`src/rtl/payload_match_collector_if.sv`:
```
// Rule-ID record stream from the payload match collector to the alert logic.
// One record per set hit line (or a single "no hits" record), valid/ready handshake.
interface payload_match_collector_if #(
   parameter int ID_W  = 6,
   parameter int SEQ_W = 8
);
   logic             m_valid;
   logic             m_ready;
   logic [ID_W-1:0]  m_id;
   logic [SEQ_W-1:0] m_seq;
   logic             m_last;
   logic             m_none;

   modport master (
      output m_valid,
      input  m_ready,
      output m_id,
      output m_seq,
      output m_last,
      output m_none
   );

   modport slave (
      input  m_valid,
      output m_ready,
      input  m_id,
      input  m_seq,
      input  m_last,
      input  m_none
   );
endinterface

```
`src/rtl/payload_match_collector.sv`:
```
// Payload match collector.
// Snapshots the sticky engine hit lines one cycle after the last enabled payload
// byte, then serialises the set indices (lowest first) as rule-ID records.
// Packets that end while a previous packet is still being reported are dropped;
// they still consume a sequence number so the gap in m_seq marks the loss.
module payload_match_collector #(
   parameter int N_ENG  = 64,
   parameter int ID_W   = 6,
   parameter int SEQ_W  = 8,
   parameter int DROP_W = 16
) (
   input  logic                   clk,
   input  logic                   rst,
   input  logic                   en,
   input  logic                   sod,
   input  logic                   eod,
   input  logic [N_ENG-1:0]       hits,
   payload_match_collector_if.master rec,
   output logic                   busy,
   output logic [DROP_W-1:0]      drop_cnt,
   output logic                   proto_err
);

   typedef enum logic [1:0] {
      IDLE = 2'd0,
      WAIT = 2'd1,
      SCAN = 2'd2
   } state_t;

   state_t state;
   state_t state_nxt;

   logic [N_ENG-1:0] snap;
   logic [SEQ_W-1:0] seq;
   logic [SEQ_W-1:0] cur_seq;

   logic             eod_acc;
   logic             scan;
   logic             snap_zero;
   logic             snap_one;
   logic             rec_last;
   logic             handshake;
   logic [ID_W-1:0]  low_id;

   // Index of the lowest set bit; 0 when no bit is set.
   function automatic logic [ID_W-1:0] lowest_set(input logic [N_ENG-1:0] v);
      logic [ID_W-1:0] idx;
      idx = '0;
      for (int i = N_ENG - 1; i >= 0; i--) begin
         if (v[i]) begin
            idx = ID_W'(i);
         end
      end
      return idx;
   endfunction

   // True when exactly one bit is set (v is a non-zero power of two).
   function automatic logic single_bit(input logic [N_ENG-1:0] v);
      return (v != '0) && ((v & (v - N_ENG'(1))) == '0);
   endfunction

   assign eod_acc   = eod & en;
   assign scan      = (state == SCAN);
   assign snap_zero = (snap == '0);
   assign snap_one  = single_bit(snap);
   assign rec_last  = snap_one | snap_zero;
   assign low_id    = lowest_set(snap);
   assign handshake = scan & rec.m_ready;

   // FSM state register; reset kills any in-flight record stream immediately.
   always_ff @(posedge clk or posedge rst) begin
      if (rst) begin
         state <= IDLE;
      end else begin
         state <= state_nxt;
      end
   end

   // Next state and stream outputs; record fields are forced to 0 outside SCAN.
   always_comb begin
      state_nxt   = state;
      rec.m_valid = 1'b0;
      rec.m_id    = '0;
      rec.m_seq   = '0;
      rec.m_last  = 1'b0;
      rec.m_none  = 1'b0;
      busy        = (state != IDLE);
      proto_err   = 1'b0;
      case (state)
         IDLE: begin
            if (eod_acc) begin
               state_nxt = WAIT;
            end
         end
         WAIT: begin
            // Engines register the last byte at the eod edge; capture next edge.
            // A sod here may already be clearing the hit lines.
            proto_err = sod;
            state_nxt = SCAN;
         end
         SCAN: begin
            rec.m_valid = 1'b1;
            rec.m_id    = low_id;
            rec.m_seq   = cur_seq;
            rec.m_last  = rec_last;
            rec.m_none  = snap_zero;
            if (rec.m_ready && rec_last) begin
               state_nxt = IDLE;
            end
         end
         default: begin
            state_nxt = IDLE;
         end
      endcase
   end

   // Sequence numbering: every accepted end-of-data consumes a number, dropped or not.
   always_ff @(posedge clk or posedge rst) begin
      if (rst) begin
         seq     <= '0;
         cur_seq <= '0;
      end else if (eod_acc) begin
         seq <= seq + SEQ_W'(1);
         if (state == IDLE) begin
            cur_seq <= seq;
         end
      end
   end

   // Hit snapshot: load at the end of WAIT, retire the lowest bit per handshake.
   always_ff @(posedge clk or posedge rst) begin
      if (rst) begin
         snap <= '0;
      end else if (state == WAIT) begin
         snap <= hits;
      end else if (handshake) begin
         snap <= snap & (snap - N_ENG'(1));
      end
   end

   // Saturating drop counter for packets that end while busy.
   always_ff @(posedge clk or posedge rst) begin
      if (rst) begin
         drop_cnt <= '0;
      end else if (eod_acc && (state != IDLE) && (drop_cnt != '1)) begin
         drop_cnt <= drop_cnt + DROP_W'(1);
      end
   end

endmodule
```
`src/flat_wrapper.sv`:
```
// flat-port wrapper written by rule: the top's interface ports become plain ports
module payload_match_collector_flat 
#(
   parameter int N_ENG  = 64,
   parameter int ID_W   = 6,
   parameter int SEQ_W  = 8,
   parameter int DROP_W = 16
)
  (clk, rst, en, sod, eod, hits, busy, drop_cnt, proto_err, rec_m_valid, rec_m_ready, rec_m_id, rec_m_seq, rec_m_last, rec_m_none);
  payload_match_collector_if #(.ID_W(ID_W), .SEQ_W(SEQ_W)) rec_i ();
  input  logic clk;
  input  logic rst;
  input  logic en;
  input  logic sod;
  input  logic eod;
  input  logic [N_ENG-1:0] hits;
  output logic busy;
  output logic [DROP_W-1:0] drop_cnt;
  output logic proto_err;
  output wire logic [$bits(rec_i.m_valid)-1:0] rec_m_valid;
  input wire logic [$bits(rec_i.m_ready)-1:0] rec_m_ready;
  output wire logic [$bits(rec_i.m_id)-1:0] rec_m_id;
  output wire logic [$bits(rec_i.m_seq)-1:0] rec_m_seq;
  output wire logic [$bits(rec_i.m_last)-1:0] rec_m_last;
  output wire logic [$bits(rec_i.m_none)-1:0] rec_m_none;
  assign rec_m_valid = rec_i.m_valid;
  assign rec_i.m_ready = rec_m_ready;
  assign rec_m_id = rec_i.m_id;
  assign rec_m_seq = rec_i.m_seq;
  assign rec_m_last = rec_i.m_last;
  assign rec_m_none = rec_i.m_none;
  payload_match_collector #(.N_ENG(N_ENG), .ID_W(ID_W), .SEQ_W(SEQ_W), .DROP_W(DROP_W)) u_core (.clk(clk), .rst(rst), .en(en), .sod(sod), .eod(eod), .hits(hits), .rec(rec_i), .busy(busy), .drop_cnt(drop_cnt), .proto_err(proto_err));
endmodule
```
`config.mk`:
```
export PLATFORM = sky130hd
export DESIGN_NAME = payload_match_collector_flat
export DESIGN_NICKNAME = d
export VERILOG_FILES = /design/src/rtl/payload_match_collector_if.sv /design/src/rtl/payload_match_collector.sv /design/src/flat_wrapper.sv
export SDC_FILE = /design/constraint.sdc
export NUM_CORES = 1
export LEC_CHECK = 0
export ABC_AREA = 1
export BUFFER_PORTS_ARGS = -buffer_cell sky130_fd_sc_hd__buf_2
export CORE_MARGIN = 2
export CORE_UTILIZATION = 30
export CTS_CLUSTER_SIZE = 25
export DETAILED_ROUTE_END_ITERATION = 10
export GPL_TIMING_DRIVEN = 0
export SLEW_MARGIN = 20
export SYNTH_ARGS = -nofsm -noshare
export SYNTH_HDL_FRONTEND = slang
export SYNTH_SLANG_ARGS = --single-unit
```
`constraint.sdc`:
```
create_clock -name clk -period 5.6 [get_ports clk]
set_clock_uncertainty 0.05 [all_clocks]
set_input_delay 1.4 -clock clk [delete_from_list [all_inputs] [get_ports clk]]
set_output_delay 1.4 -clock clk [all_outputs]
set_load 0.05 [all_outputs]
```
==> results of run 1 <==
## area by class of cell
class / instances / share of cell area
sequential: 98 / 0.327
clock buffer: 10 / 0.0319
timing repair buffer: 113 / 0.0827
buffer: 27 / 0.0135
clock inverter: 6 / 0.00717
inverter: 165 / 0.0834
tap: 270 / 0.0450
multi-input combinational: 611 / 0.409
## stage by stage
step                instances  hold slack, ns  power, mW  setup slack (ns)
floorplan                 901           0.392       2.84             0.514
global placement         1275           0.414       3.41            -0.299
detailed placement       1276           0.414       3.42            -0.332
CTS                      1299           0.425       4.16            -0.148
global route             1300           0.442       4.55            -0.807
finish                   1300           0.423       4.17            -0.183
## cell usage after synthesis, types with 4 or more instances
library cell  count  area share
nor2_1          180        0.11
inv_1           130       0.079
nand2_1         130       0.079
dfrtp_1          98        0.40
a21oi_1          76       0.062
o22ai_1          52       0.053
o21ai_0          36       0.029
clkbuf_1         23       0.014
inv_2            23       0.014
nor4_1           21       0.021
nor3_1           18       0.015
xor2_1           17       0.024
nand3_1          14       0.011
nand4_1          13       0.013
clkinv_1         12      0.0073
a31oi_1          11       0.011
o21ai_1           9      0.0073
o211ai_1          8      0.0098
buf_1             4      0.0024
xnor2_1           4      0.0057
## timing repair
item                       in CTS  in global routing
setup endpoints to repair       2                  2
buffers inserted                7                  1
pin swaps                       9                  3
resized for setup              26                  2
hold buffers                    0                  0
## worst max-delay path: stages, from the launching register on
cell and delay (ns):
dfrtp_1 0.40, inv_2 0.09, nand2_2 0.06, nor2_4 0.09
inv_2 0.04, nor2_2 0.09, inv_2 0.09, nor2_2 0.10
inv_2 0.07, nor4_4 0.16, nand4_1 0.23, nor3_4 0.27
inv_2 0.08, nor3_4 0.16, nand2_2 0.12, nor2_4 0.16
inv_2 0.07, nor3_4 0.23, a41oi_2 0.17, nor4_2 0.30
nand4_1 0.19, or4_4 0.48, nor2_4 0.15, buf_6 0.18
## cell families after synthesis
kind of cell,after synthesis
AO/OA/AOI/OAI,202
XOR/XNOR,21
adder cells (fa/ha/maj),2
buffers and inverters,192
flip-flops,98
AND/OR/NAND/NOR,386
## metal layers
layer | routed length (um) | vias to the layer above | part of all wire | track usage
li1 | - | 3206 | - | -
met3 | 889 | 25 | 0.047 | 0.0298
met2 | 9000 | 146 | 0.47 | 0.300
met4 | 335 | 0 | 0.018 | 0.0543
met5 | 0 | - | 0 | 0
met1 | 8890 | 2957 | 0.47 | 0.240
## registers in the layout, indices dropped and copies added (netlist names)
name	count
u_core.drop_cnt	16
u_core.snap	64
u_core.seq	8
u_core.state	2
u_core.cur_seq	8
## final timing paths
| kind | slack, ns | start | depth (start not counted) | endpoint |
|---|---|---|---|---|
| setup / recovery | -0.18 | u_core.snap[1] | 23 | rec_m_last |
| hold / removal | 0.42 | u_core.seq[7] | 1 | u_core.seq[7] |
| setup reg to reg | 1.58 | u_core.snap[1] | 23 | u_core.state[1] |
| hold reg to reg | 0.42 | u_core.seq[7] | 1 | u_core.seq[7] |
| max in group asynchronous | 3.90 | rst | 3 | u_core.snap[19] |
| min in group asynchronous | 0.93 | rst | 2 | u_core.drop_cnt[3] |
## power by group through the flow
stage,combinational [mW],sequential [mW],clock [mW]
final,2.40,1.14,0.635
after global routing,2.71,1.16,0.677
after CTS,2.38,1.13,0.647
after detailed placement,2.28,1.14,0
after global placement,2.27,1.14,0
after floorplan,1.71,1.14,0
==> run_results.csv, run 1 <==
group,metric,value,unit
sta,slew_viol_final,0,
drt,routed_via_density,4.87,
logic_synthesis,synth_fp_nets,973,
placement,portBuffers,104,
layout,seq_area,0.00245,mm^2
sta,grt_setup_unrepaired,"yes",
sta,slew_headroom,0.311,
run,maxCapViolations,0,
cts,clk_pin_slew,0.08,ns
floorplanning,core_area,0.0202,mm^2
power_and_ir_drop,p_sw,2.15,mW
logic_synthesis,synthArstFlopShare,1.00,
hold_path,worst_hold_path_type,"flip-flop to flip-flop",
global_route,grt_pass1_vias,6287,
placement,place_area,0.00703,mm^2
sta,fmax,173,MHz
power_and_ir_drop,pwr-share-comb,0.575,
logic_synthesis,ys.warnings.count,0,
worst_setup_path,worstPathArrival,4.33,ns
cts,cts_buffers,9,
power_and_ir_drop,ir_drop,234,uV
sta,max_slew.worst_pin.slew,1.03,ns
floorplanning,placementRows,52,
logic_synthesis,seq_area_frac_synth,0.399,
status,violations,"negative setup slack",
layout,mostFrequentLayoutCell,"nor2_1",
power_and_ir_drop,p_sw_frac,0.516,
layout,layout-drive-gt1-share,0.172,
floorplanning,die_w,147,um
placement,place_congestion,0.940,
global_route,antenna_found_initial,0,
power_and_ir_drop,powerDensity,556,mW/mm^2
layout,insertedDiodeCount,0,
drt,dr.pass1.iters,5,
sta,min_period_over_period,1.03,
sta,final-setup-viol-count,2,
logic_synthesis,ys_ff_latch,98,
logic_synthesis,ys_types,35,
layout,final_core_util,0.372,
layout,layout_common_cells,"174 x nor2_1, 129 x inv_1, 127 x nand2_1",
drt,dr_total_vias,6334,
worst_setup_path,worstPathRequired,4.15,ns
worst_setup_path,critical_path_class,"flip-flop to output port",
global_route,grtUsageTotal,0.180,
cts,clk_latency,0.36,ns
floorplanning,start_util,0.305,
worst_setup_path,endpoint_kind,"output port",
logic_synthesis,avgSynthCellArea,6.82,um^2
logic_synthesis,yosys.area_share.adder,0.00407,
cts,ctsHtreeMaxLevel,3,
global_route,grt_pass1_wl,31200,um
logic_synthesis,syn_area,0.00614,mm^2
power_and_ir_drop,seqPwrFrac,0.273,
sta,fin_ws,-0.183,ns
logic_synthesis,synth_simple_gate_area_share,0.263,
drt,postRouteAntennaNets,0,
drt,drc,0,
logic_synthesis,synth_flop_cell,"dfrtp_1",
logic_synthesis,netlist_instances,901,
power_and_ir_drop,clkPwrFrac,0.152,
cts,clock-sinks,98,
floorplanning,dieArea,0.0216,mm^2
drt,drt_wl_total,19100,um
drt,drt_iter0_drc,446,
sta,finalHoldViolCount,0,
sta,min_period,5.78,ns
power_and_ir_drop,p_leak,3.82,nW
cts,cts_tree,"yes",
worst_setup_path,startpoint_type,"flip-flop",
floorplanning,fp.dieH,147,um
logic_synthesis,synth_top_family_by_area,"simple AND/OR/NAND/NOR gates",
logic_synthesis,synth_edf_count,0,
cts,cts-root-buf,"clkbuf_16",
layout,nets,1097,
cts,cts.path.max_buffers,2,
global_route,grt-ovfl-total,0,
logic_synthesis,muxShareOfSynthArea,0,
status,status,"finished with violations",
layout,fin_area,0.00750,mm^2
layout,n_fill_cell,2228,
drt,wl_per_cell,14.7,um
power_and_ir_drop,p_int,2.02,mW
layout,syn_to_final_growth,22.1,%
worst_setup_path,cp_max_fo,7,
logic_synthesis,synth-xor-area-share,0.0299,
layout,multi_input_area,0.00307,mm^2
global_route,grt_max_degree,76,
floorplanning,io_pins,105,
logic_synthesis,synth_compound_area_frac,0.186,
sta,fin_tns_setup,-0.300,ns
placement,place_hpwl,14700,um
Power figures use the tool's default switching activity.
==> run 2, diff against run 1 <==
CORE_ASPECT_RATIO = 1.5   (was default)
==> run_results.csv, run 2 (same netlist as run 1, synthesis figures left out) <==
group,metric,value,unit
cts,cts_buffers,9,
layout,syn_to_final_growth,21.8,%
worst_setup_path,critPathSlowestCell,"dfrtp_1",
layout,regMostFlops,"u_core.snap",
placement,dp_cells,1270,
layout,nets,1095,
placement,portBuffers,104,
layout,seq_area,0.00245,mm^2
power_and_ir_drop,ir_drop,173,uV
worst_setup_path,startpoint_type,"flip-flop",
drt,drt_iter0_drc,427,
drt,dr.pass1.iters,5,
global_route,grt_pass1_vias,6514,
placement,place_area,0.00703,mm^2
floorplanning,die_w,121,um
worst_setup_path,endpoint_kind,"output port",
global_route,grtUsageTotal,0.189,
layout,largest_register_ffs,64,
worst_setup_path,cp_max_fo,2,
global_route,antenna_found_initial,0,
worst_setup_path,critical_path_class,"flip-flop to output port",
hold_path,worst_hold_path_type,"flip-flop to flip-flop",
drt,routed_via_density,4.98,
layout,top_regs,"u_core.snap (64), u_core.drop_cnt (16)",
global_route,grt_max_degree,62,
power_and_ir_drop,p_sw_frac,0.513,
power_and_ir_drop,p_int,2.04,mW
cts,cts-hold-fix-buffers,0,
layout,final_core_util,0.369,
power_and_ir_drop,pwr-share-comb,0.578,
drt,dr_total_vias,6431,
floorplanning,dieArea,0.0217,mm^2
drt,wl_per_cell,15.5,um
sta,slew_viol_final,0,
sta,slew_headroom,0.292,
floorplanning,start_util,0.303,
worst_setup_path,worstPathRequired,4.15,ns
floorplanning,core_area,0.0203,mm^2
cts,ctsHtreeMaxLevel,3,
layout,mostFrequentLayoutCell,"nor2_1",
sta,final-setup-viol-count,2,
cts,cts_tree,"yes",
layout,layout_common_cells,"174 x nor2_1, 129 x inv_1, 128 x nand2_1",
layout,fin_area,0.00748,mm^2
status,violations,"negative setup slack",
status,status,"finished with violations",
power_and_ir_drop,clkPwrFrac,0.152,
drt,drt_wl_total,20000,um
sta,fin_ws,-0.171,ns
layout,layout-drive-gt1-share,0.167,
sta,min_period_over_period,1.03,
placement,place_hpwl,15600,um
layout,multi_input_area,0.00307,mm^2
power_and_ir_drop,powerDensity,561,mW/mm^2
layout,stdcell_count,1291,
cts,cts.path.max_buffers,2,
placement,dp_slack,-0.309,ns
drt,drc,0,
sta,fmax,173,MHz
worst_setup_path,cp_common_cell,"nand2_1",
power_and_ir_drop,seqPwrFrac,0.270,
worst_setup_path,worstPathArrival,4.32,ns
run,maxCapViolations,0,
placement,place_congestion,0.930,
sta,finalHoldViolCount,0,
sta,max_slew.worst_pin.slew,1.06,ns
floorplanning,io_pins,105,
global_route,grt_pass1_wl,31900,um
floorplanning,placementRows,64,
cts,clk_pin_slew,0.07,ns
cts,cts-root-buf,"clkbuf_16",
cts,clock-sinks,98,
layout,insertedDiodeCount,0,
cts,clk_latency,0.35,ns
worst_setup_path,critical-path-max-stage-delay,0.39,ns
floorplanning,fp.dieH,179,um
layout,n_fill_cell,2191,
sta,min_period,5.77,ns
power_and_ir_drop,p_leak,3.80,nW
power_and_ir_drop,p_sw,2.16,mW
global_route,grt-ovfl-total,0,
drt,postRouteAntennaNets,0,
sta,grt_setup_unrepaired,"yes",
run 2: cell types whose count changed in the layout (fill, tap and decap cells not counted), sizes merged:
cell,before,now
buf,117,115
bufinv,0,1
clkinv,12,14
clkinvlp,1,2
inv,158,153
run 2: repair_timing:
item / 4_1_cts / 5_1_grt
setup buffers: 5 / 1
pin swaps: 6 / 6
gates resized for setup: 23 / 4
endpoints found under the setup margin: 2 / 2
run 2: area by class of cell:
cell class                      instances  area share
Sequential cell                        98       0.328
Clock buffer                           10      0.0320
Buffer                                 27      0.0135
Inverter                              165      0.0838
Multi-Input combinational cell        611       0.410
Tap cell                              264      0.0442
Timing Repair Buffer                  111      0.0815
Clock inverter                          5     0.00736
run 2: worst paths after layout:
check                                 from                 end  slack [ns]  cells after the start
setup / recovery           u_core.snap[62]         rec_m_id[0]       -0.17                     64
hold / removal               u_core.seq[7]       u_core.seq[7]        0.43                      1
setup reg to reg            u_core.snap[1]     u_core.state[1]        1.62                     22
hold reg to reg              u_core.seq[7]       u_core.seq[7]        0.43                      1
max in group asynchronous              rst     u_core.snap[33]        3.86                      3
min in group asynchronous              rst  u_core.drop_cnt[0]        0.99                      2
run 2: power by group through the flow:
stage | sequential, mW | combinational [mW] | clock, mW
after global placement | 1.13 | 2.30 | 0
after floorplan | 1.14 | 1.71 | 0
after detailed placement | 1.14 | 2.32 | 0
after global routing | 1.17 | 2.73 | 0.679
after CTS | 1.13 | 2.41 | 0.653
final | 1.14 | 2.43 | 0.638
run 2: per-layer routing:
metal	up-vias	GRT usage	routed length [um]
met5	-	0	0
met2	191	0.341	10200
met4	0	0.114	1000
met1	2990	0.214	8080
met3	59	0.0162	670
li1	3191	-	-
run 2: per-stage QoR:
| stage | hold WS [ns] | power (mW) | TNS [ns] |
|---|---|---|---|
| after global routing | 0.458 | 4.57 | -1.31 |
| final | 0.427 | 4.20 | -0.295 |
| after global placement | 0.409 | 3.43 | -0.373 |
| after CTS | 0.439 | 4.19 | -0.365 |
| after floorplan | 0.392 | 2.84 | 0 |
| after detailed placement | 0.427 | 3.46 | -0.309 |
run 2: critical path, delay by kind of cell, from the launching register on:
family	cells	cell delay [ns]
compound gates	1	0.19
flops	1	0.39
buf+inv	2	0.25
simple gates	61	3.15
